File: src/rtl/icache_if.sv
// Instruction cache bus bundle: processor fetch port plus the memory
// command/response port, grouped so the cache and its environment share
// one connection.
//   slave  : the cache side (drives Icache_* and proc2mem_*)
//   master : the environment side (drives fetch address/valid and mem2proc_*)
interface icache_if #(
  parameter int XLEN = 32
);
  logic [XLEN-1:0] proc2Icache_addr_i;
  logic            read_valid_i;
  logic [63:0]     Icache_data_o;
  logic            Icache_valid_o;
  logic [1:0]      proc2mem_command_o;
  logic [XLEN-1:0] proc2mem_addr_o;
  logic [3:0]      mem2proc_response_i;
  logic [63:0]     mem2proc_data_i;
  logic [3:0]      mem2proc_tag_i;

  modport slave (
    input  proc2Icache_addr_i, read_valid_i,
    input  mem2proc_response_i, mem2proc_data_i, mem2proc_tag_i,
    output Icache_data_o, Icache_valid_o,
    output proc2mem_command_o, proc2mem_addr_o
  );

  modport master (
    output proc2Icache_addr_i, read_valid_i,
    output mem2proc_response_i, mem2proc_data_i, mem2proc_tag_i,
    input  Icache_data_o, Icache_valid_o,
    input  proc2mem_command_o, proc2mem_addr_o
  );
endinterface

File: src/rtl/icache.sv
// Direct-mapped instruction cache with 8-byte lines and a single
// outstanding miss to a tagged, split-transaction memory.
// Ports:
//   clk, reset : system clock, synchronous active-high reset
//   bus        : icache_if.slave (fetch request/response, memory command,
//                memory response tag and fill data)
//
// state | meaning
// IDLE  | serve hits; a miss latches the aligned address and starts a load
// REQ   | drive LOAD at miss_addr until memory accepts with a nonzero tag
// WAIT  | wait for the completion tag; capture fill data in that cycle
// FILL  | write the captured line, then re-evaluate the (pending) request
module icache #(
  parameter int CACHE_LINES = 32,
  parameter int XLEN        = 32
) (
  input  logic     clk,
  input  logic     reset,
  icache_if.slave  bus
);
  localparam int IDX_W = $clog2(CACHE_LINES);
  localparam int TAG_W = XLEN - 3 - IDX_W;
  localparam logic [1:0] CMD_NONE = 2'd0;
  localparam logic [1:0] CMD_LOAD = 2'd1;

  typedef enum logic [1:0] {IDLE, REQ, WAIT, FILL} state_t;

  state_t state_q, state_d;

  logic [CACHE_LINES-1:0] valid_q;
  logic [TAG_W-1:0]       tag_mem  [CACHE_LINES];
  logic [63:0]            data_mem [CACHE_LINES];

  logic            pending_q;
  logic [3:0]      txn_tag_q;
  logic [XLEN-1:0] miss_addr_q;
  logic [63:0]     fill_data_q;

  logic [IDX_W-1:0] req_idx, miss_idx;
  logic [TAG_W-1:0] req_tag, miss_tag;
  logic             hit, req_active, icache_valid;
  logic             latch_miss, latch_txn, latch_fill, do_fill;
  logic [1:0]       mem_cmd;
  logic [XLEN-1:0]  mem_addr;

  assign req_idx  = bus.proc2Icache_addr_i[3 +: IDX_W];
  assign req_tag  = bus.proc2Icache_addr_i[XLEN-1 -: TAG_W];
  assign miss_idx = miss_addr_q[3 +: IDX_W];
  assign miss_tag = miss_addr_q[XLEN-1 -: TAG_W];

  // Lookup reads the arrays as registered, so a FILL write to the same
  // index only becomes visible in the following cycle.
  assign hit          = valid_q[req_idx] && (tag_mem[req_idx] == req_tag);
  assign req_active   = bus.read_valid_i || pending_q;
  assign icache_valid = req_active && hit;

  assign bus.Icache_valid_o     = icache_valid;
  assign bus.Icache_data_o      = data_mem[req_idx];
  assign bus.proc2mem_command_o = mem_cmd;
  assign bus.proc2mem_addr_o    = mem_addr;

  always_comb begin
    state_d    = state_q;
    latch_miss = 1'b0;
    latch_txn  = 1'b0;
    latch_fill = 1'b0;
    do_fill    = 1'b0;
    mem_cmd    = CMD_NONE;
    mem_addr   = '0;
    case (state_q)
      IDLE: begin
        if (req_active && !hit) begin
          state_d    = REQ;
          latch_miss = 1'b1;
        end
      end
      REQ: begin
        mem_cmd  = CMD_LOAD;
        mem_addr = miss_addr_q;
        if (bus.mem2proc_response_i != 4'd0) begin
          state_d   = WAIT;
          latch_txn = 1'b1;
        end
      end
      WAIT: begin
        if (bus.mem2proc_tag_i != 4'd0 && bus.mem2proc_tag_i == txn_tag_q) begin
          state_d    = FILL;
          latch_fill = 1'b1;
        end
      end
      FILL: begin
        do_fill = 1'b1;
        state_d = IDLE;
      end
      default: state_d = IDLE;
    endcase
  end

  always_ff @(posedge clk) begin
    if (reset) begin
      state_q     <= IDLE;
      valid_q     <= '0;
      pending_q   <= 1'b0;
      txn_tag_q   <= 4'd0;
      miss_addr_q <= '0;
      fill_data_q <= '0;
    end else begin
      state_q <= state_d;
      // Pending remembers a one-cycle request until it has been answered.
      if (icache_valid)
        pending_q <= 1'b0;
      else if (bus.read_valid_i)
        pending_q <= 1'b1;
      if (latch_miss)
        miss_addr_q <= {bus.proc2Icache_addr_i[XLEN-1:3], 3'b000};
      if (latch_txn)
        txn_tag_q <= bus.mem2proc_response_i;
      // Memory data is only valid in the completion cycle.
      if (latch_fill)
        fill_data_q <= bus.mem2proc_data_i;
      if (do_fill)
        valid_q[miss_idx] <= 1'b1;
    end
  end

  always_ff @(posedge clk) begin
    if (!reset && do_fill) begin
      tag_mem[miss_idx]  <= miss_tag;
      data_mem[miss_idx] <= fill_data_q;
    end
  end
endmodule

File: src/flat_wrapper.sv
// flat-port wrapper written by rule: the top's interface ports become plain ports
module icache_flat 
#(
  parameter int CACHE_LINES = 32,
  parameter int XLEN        = 32
)
  (clk, reset, bus_proc2Icache_addr_i, bus_read_valid_i, bus_mem2proc_response_i, bus_mem2proc_data_i, bus_mem2proc_tag_i, bus_Icache_data_o, bus_Icache_valid_o, bus_proc2mem_command_o, bus_proc2mem_addr_o);
  icache_if #(.XLEN(XLEN)) bus_i ();
  input  logic clk;
  input  logic reset;
  input wire logic [$bits(bus_i.proc2Icache_addr_i)-1:0] bus_proc2Icache_addr_i;
  input wire logic [$bits(bus_i.read_valid_i)-1:0] bus_read_valid_i;
  input wire logic [$bits(bus_i.mem2proc_response_i)-1:0] bus_mem2proc_response_i;
  input wire logic [$bits(bus_i.mem2proc_data_i)-1:0] bus_mem2proc_data_i;
  input wire logic [$bits(bus_i.mem2proc_tag_i)-1:0] bus_mem2proc_tag_i;
  output wire logic [$bits(bus_i.Icache_data_o)-1:0] bus_Icache_data_o;
  output wire logic [$bits(bus_i.Icache_valid_o)-1:0] bus_Icache_valid_o;
  output wire logic [$bits(bus_i.proc2mem_command_o)-1:0] bus_proc2mem_command_o;
  output wire logic [$bits(bus_i.proc2mem_addr_o)-1:0] bus_proc2mem_addr_o;
  assign bus_i.proc2Icache_addr_i = bus_proc2Icache_addr_i;
  assign bus_i.read_valid_i = bus_read_valid_i;
  assign bus_i.mem2proc_response_i = bus_mem2proc_response_i;
  assign bus_i.mem2proc_data_i = bus_mem2proc_data_i;
  assign bus_i.mem2proc_tag_i = bus_mem2proc_tag_i;
  assign bus_Icache_data_o = bus_i.Icache_data_o;
  assign bus_Icache_valid_o = bus_i.Icache_valid_o;
  assign bus_proc2mem_command_o = bus_i.proc2mem_command_o;
  assign bus_proc2mem_addr_o = bus_i.proc2mem_addr_o;
  icache #(.CACHE_LINES(CACHE_LINES), .XLEN(XLEN)) u_core (.clk(clk), .reset(reset), .bus(bus_i));
endmodule
File: config.mk
export PLATFORM = sky130hd
export DESIGN_NAME = icache_flat
export DESIGN_NICKNAME = d
export VERILOG_FILES = /design/src/rtl/icache_if.sv /design/src/rtl/icache.sv /design/src/flat_wrapper.sv
export SDC_FILE = /design/constraint.sdc
export NUM_CORES = 2
export LEC_CHECK = 0
export BUFFER_PORTS_ARGS = -buffer_cell sky130_fd_sc_hd__clkbuf_2
export CAP_MARGIN = 10
export CORE_MARGIN = 1
export CORE_UTILIZATION = 40
export DETAILED_ROUTE_END_ITERATION = 6
export GPL_TIMING_DRIVEN = 0
export PLACE_DENSITY = 0.65
export SLEW_MARGIN = 10
export SYNTH_ARGS = -nofsm -noshare
export SYNTH_HDL_FRONTEND = slang
export SYNTH_SLANG_ARGS = --single-unit
File: constraint.sdc
create_clock -name clk -period 8.3 [get_ports clk]
set_clock_uncertainty 0.05 [all_clocks]
set_input_delay 1.245 -clock clk [delete_from_list [all_inputs] [get_ports clk]]
set_output_delay 1.245 -clock clk [all_outputs]
set_load 0.03 [all_outputs]
==> qor.yml <==
synthMuxAreaShare_pct: 17.11
drc: 0
crit_arrival_ps: 6880
cts-root-buf: "clkbuf_16"
layout-drive-gt1-share_pct: 29.05
synth-xor-area-share_pct: 0.1784
cts.sinks: 2948
synth-main-ff-cell: "edfxtp_1"
row_count: 194
cts_max_path_buffers: 4
gp_congestion: 0.8564
synthDistinctLibCells: 75
synth-adder-area-share_pct: 0.04432
tns_ps: 0
ant_nets: 0
leakage_nw: 37.47
period_share_pct: 98.49
io_pins: 206
dieWidth_um: 533.4
cap_violations: 0
worstSkewPairLatency_ps: 940
async_flop_share_pct: 0
cts_tree: "done"
hold_viol: 0
wl_per_cell_um: 33.89
p_total_mw: 31.49
maxSlewHeadroom_pct: 7.374
grt_pass1_vias: 58310
synth-simple-area-share_pct: 2.434
postSynthCellCount: 5150
area_growth_pct: 17.55
die_area_um2: 284500
max_freq_ghz: 0.1223
rsz0062_at_grt: "false"
avgSynthCellArea_um2: 21.93
overflow: 0
wl_um: 332300
hp-class: "reg -> reg"
setup_viol_count_final: 0
firstDrtPassIters: 6
critPathMaxFanout: 10
cts_buffers: 305
port_buffers: 195
synth_top_family_by_area: "multiplexers"
start_util_pct: 40.32
start_kind: "input pin"
synth_compound_area_share_pct: 1.672
worst_ep_required_time_ps: 7010
cts_setup_buffers: 0
final_common_cell: "edfxtp_1"
postCtsResizedCells: 2
tightestPinTransition_ps: 1389
end_kind: "primary output"
outcome: "finished, final reports clean"
ys_seq_area_share_pct: 77.22
post-dp-hpwl_um: 217000
grt_max_degree: 35
clk_pin_slew_ps: 60
hold_slack_ps: 430.2
coreArea_um2: 280100
period_needed_ps: 8175
ctsHoldBuffers: 0
power_density_nw_per_um2: 237.2
synth-edff-count: 2816
drtIter0Drc: 9083
final_cell_mix: "2816 x edfxtp_1, 775 x mux4_2, 364 x nand2_1"
viasPerCell: 5.961
fp.dieH_um: 533.4
netlist_area_um2: 112900
synth_warnings: 0
path_class: "in -> out"
grt_pass1_wl_um: 457600
global_route.usage.total_pct: 23.14
vias: 58440
slew_viol_final: 0
antenna_found_initial: 25
n_fill_cell: 22560
htreeDepth: 5
ys_ff_latch: 2948
max-vdd-ir-drop_mv: 0.1623
final_nets: 5964
report_power, final:
| part | total [mW] | switching [mW] | internal [mW] | leakage, nW |
|---|---|---|---|---|
| combinational | 1.56 | 1.03 | 0.524 | 10.2 |
| sequential | 16.7 | 0.295 | 16.4 | 22.7 |
| clock | 13.2 | 5.59 | 7.62 | 4.59 |
| total | 31.5 | 6.91 | 24.6 | 37.5 |
area by class of cell:
class | count | area [µm²] | share of cell area (%)
flip-flops and latches | 2948 | 87210 | 65.70
clock inverters | 119 | 1167 | 0.8794
plain buffers | 286 | 1381 | 1.041
well taps | 3724 | 4659 | 3.510
multi-input cells | 1875 | 24470 | 18.44
clock buffers | 410 | 8277 | 6.235
repair buffers | 393 | 5401 | 4.069
diodes | 5 | 12.51 | 0.009425
inverters | 44 | 165.2 | 0.1244
flip-flops by register name (all words and copies together) (netlist names):
register            cells
u_core.txn_tag_q        4
u_core.state_q          2
u_core.pending_q        1
u_core.tag_mem        768
u_core.data_mem      2048
u_core.valid_q         32
u_core.fill_data_q     64
u_core.miss_addr_q     29
routing by layer:
metal | share of wire (%) | vias up | GRT usage (%)
met5 | 0.016 | - | 0
met4 | 4.2 | 8 | 9.211
met3 | 11 | 668 | 5.085
met2 | 47 | 3845 | 36.53
met1 | 38 | 31050 | 31.34
li1 | - | 22860 | -
critical path: stages:
cell and delay, ps:
buf_4 210, buf_2 450, buf_4 320, buf_2 530, clkbuf_2 430, buf_16 220, clkbuf_1 980, clkbuf_1 910
mux4_2 430, mux4_2 480, nand2_1 130, nand2_1 220, clkbuf_2 250
metrics by stage:
stage | cell area, µm² | util (%) | instances | worst slack [ps]
floorplan | 112900 | - | 5153 | 1969
global placement | 118600 | 42.33 | 9072 | -5998
detailed placement | 123200 | 43.99 | 9267 | -50.65
CTS | 132700 | 47.37 | 9796 | 56.87
global route | 132700 | 47.39 | 9801 | 65.66
finish | 132700 | 47.39 | 9804 | 125.0
Yosys cell counts (17+ instances only):
cell type,instances,area (µm²)
buf_1,33,123.9
inv_1,41,153.9
mux2i_1,168,1682
o22ai_1,47,294.0
nand2b_1,72,450.4
a22oi_1,35,262.8
buf_2,64,320.3
clkbuf_1,161,604.3
mux4_2,775,17450
and2_1,39,244.0
dfxtp_1,132,2643
edfxtp_1,2816,84560
mux2_2,17,191.4
nand2_1,365,1370
nor2_1,62,232.7
a21oi_1,87,435.4
cell families (layout without fill, tap and decap cells):
| kind of cell | count (synthesis) | after routing |
|---|---|---|
| other | 1 | 9 |
| muxes | 960 | 960 |
| xor gates and xnor gates | 23 | 23 |
| AOI/OAI and AO/OA | 276 | 276 |
| adders and majority gates | 4 | 4 |
| DFF | 2948 | 2948 |
| buffers and inverters | 330 | 1252 |
| and+or+nand+nor | 608 | 608 |
worst paths after layout:
kind / slack, ps / end / cells after the start / from
min: 430 / u_core.valid_q[13]$_SDFFE_PP0N_ / 2 / u_core.valid_q[13]$_SDFFE_PP0N_
max: 120 / bus_Icache_data_o[51] / 13 / bus_proc2Icache_addr_i[4]
max reg2reg: 4030 / u_core.data_mem[3][3]$_DFFE_PP_ / 8 / u_core.state_q[1]$_SDFFE_PP0P_
min reg2reg: 430 / u_core.valid_q[13]$_SDFFE_PP0N_ / 2 / u_core.valid_q[13]$_SDFFE_PP0N_
Note: power is estimated with default switching activity, not from simulation.
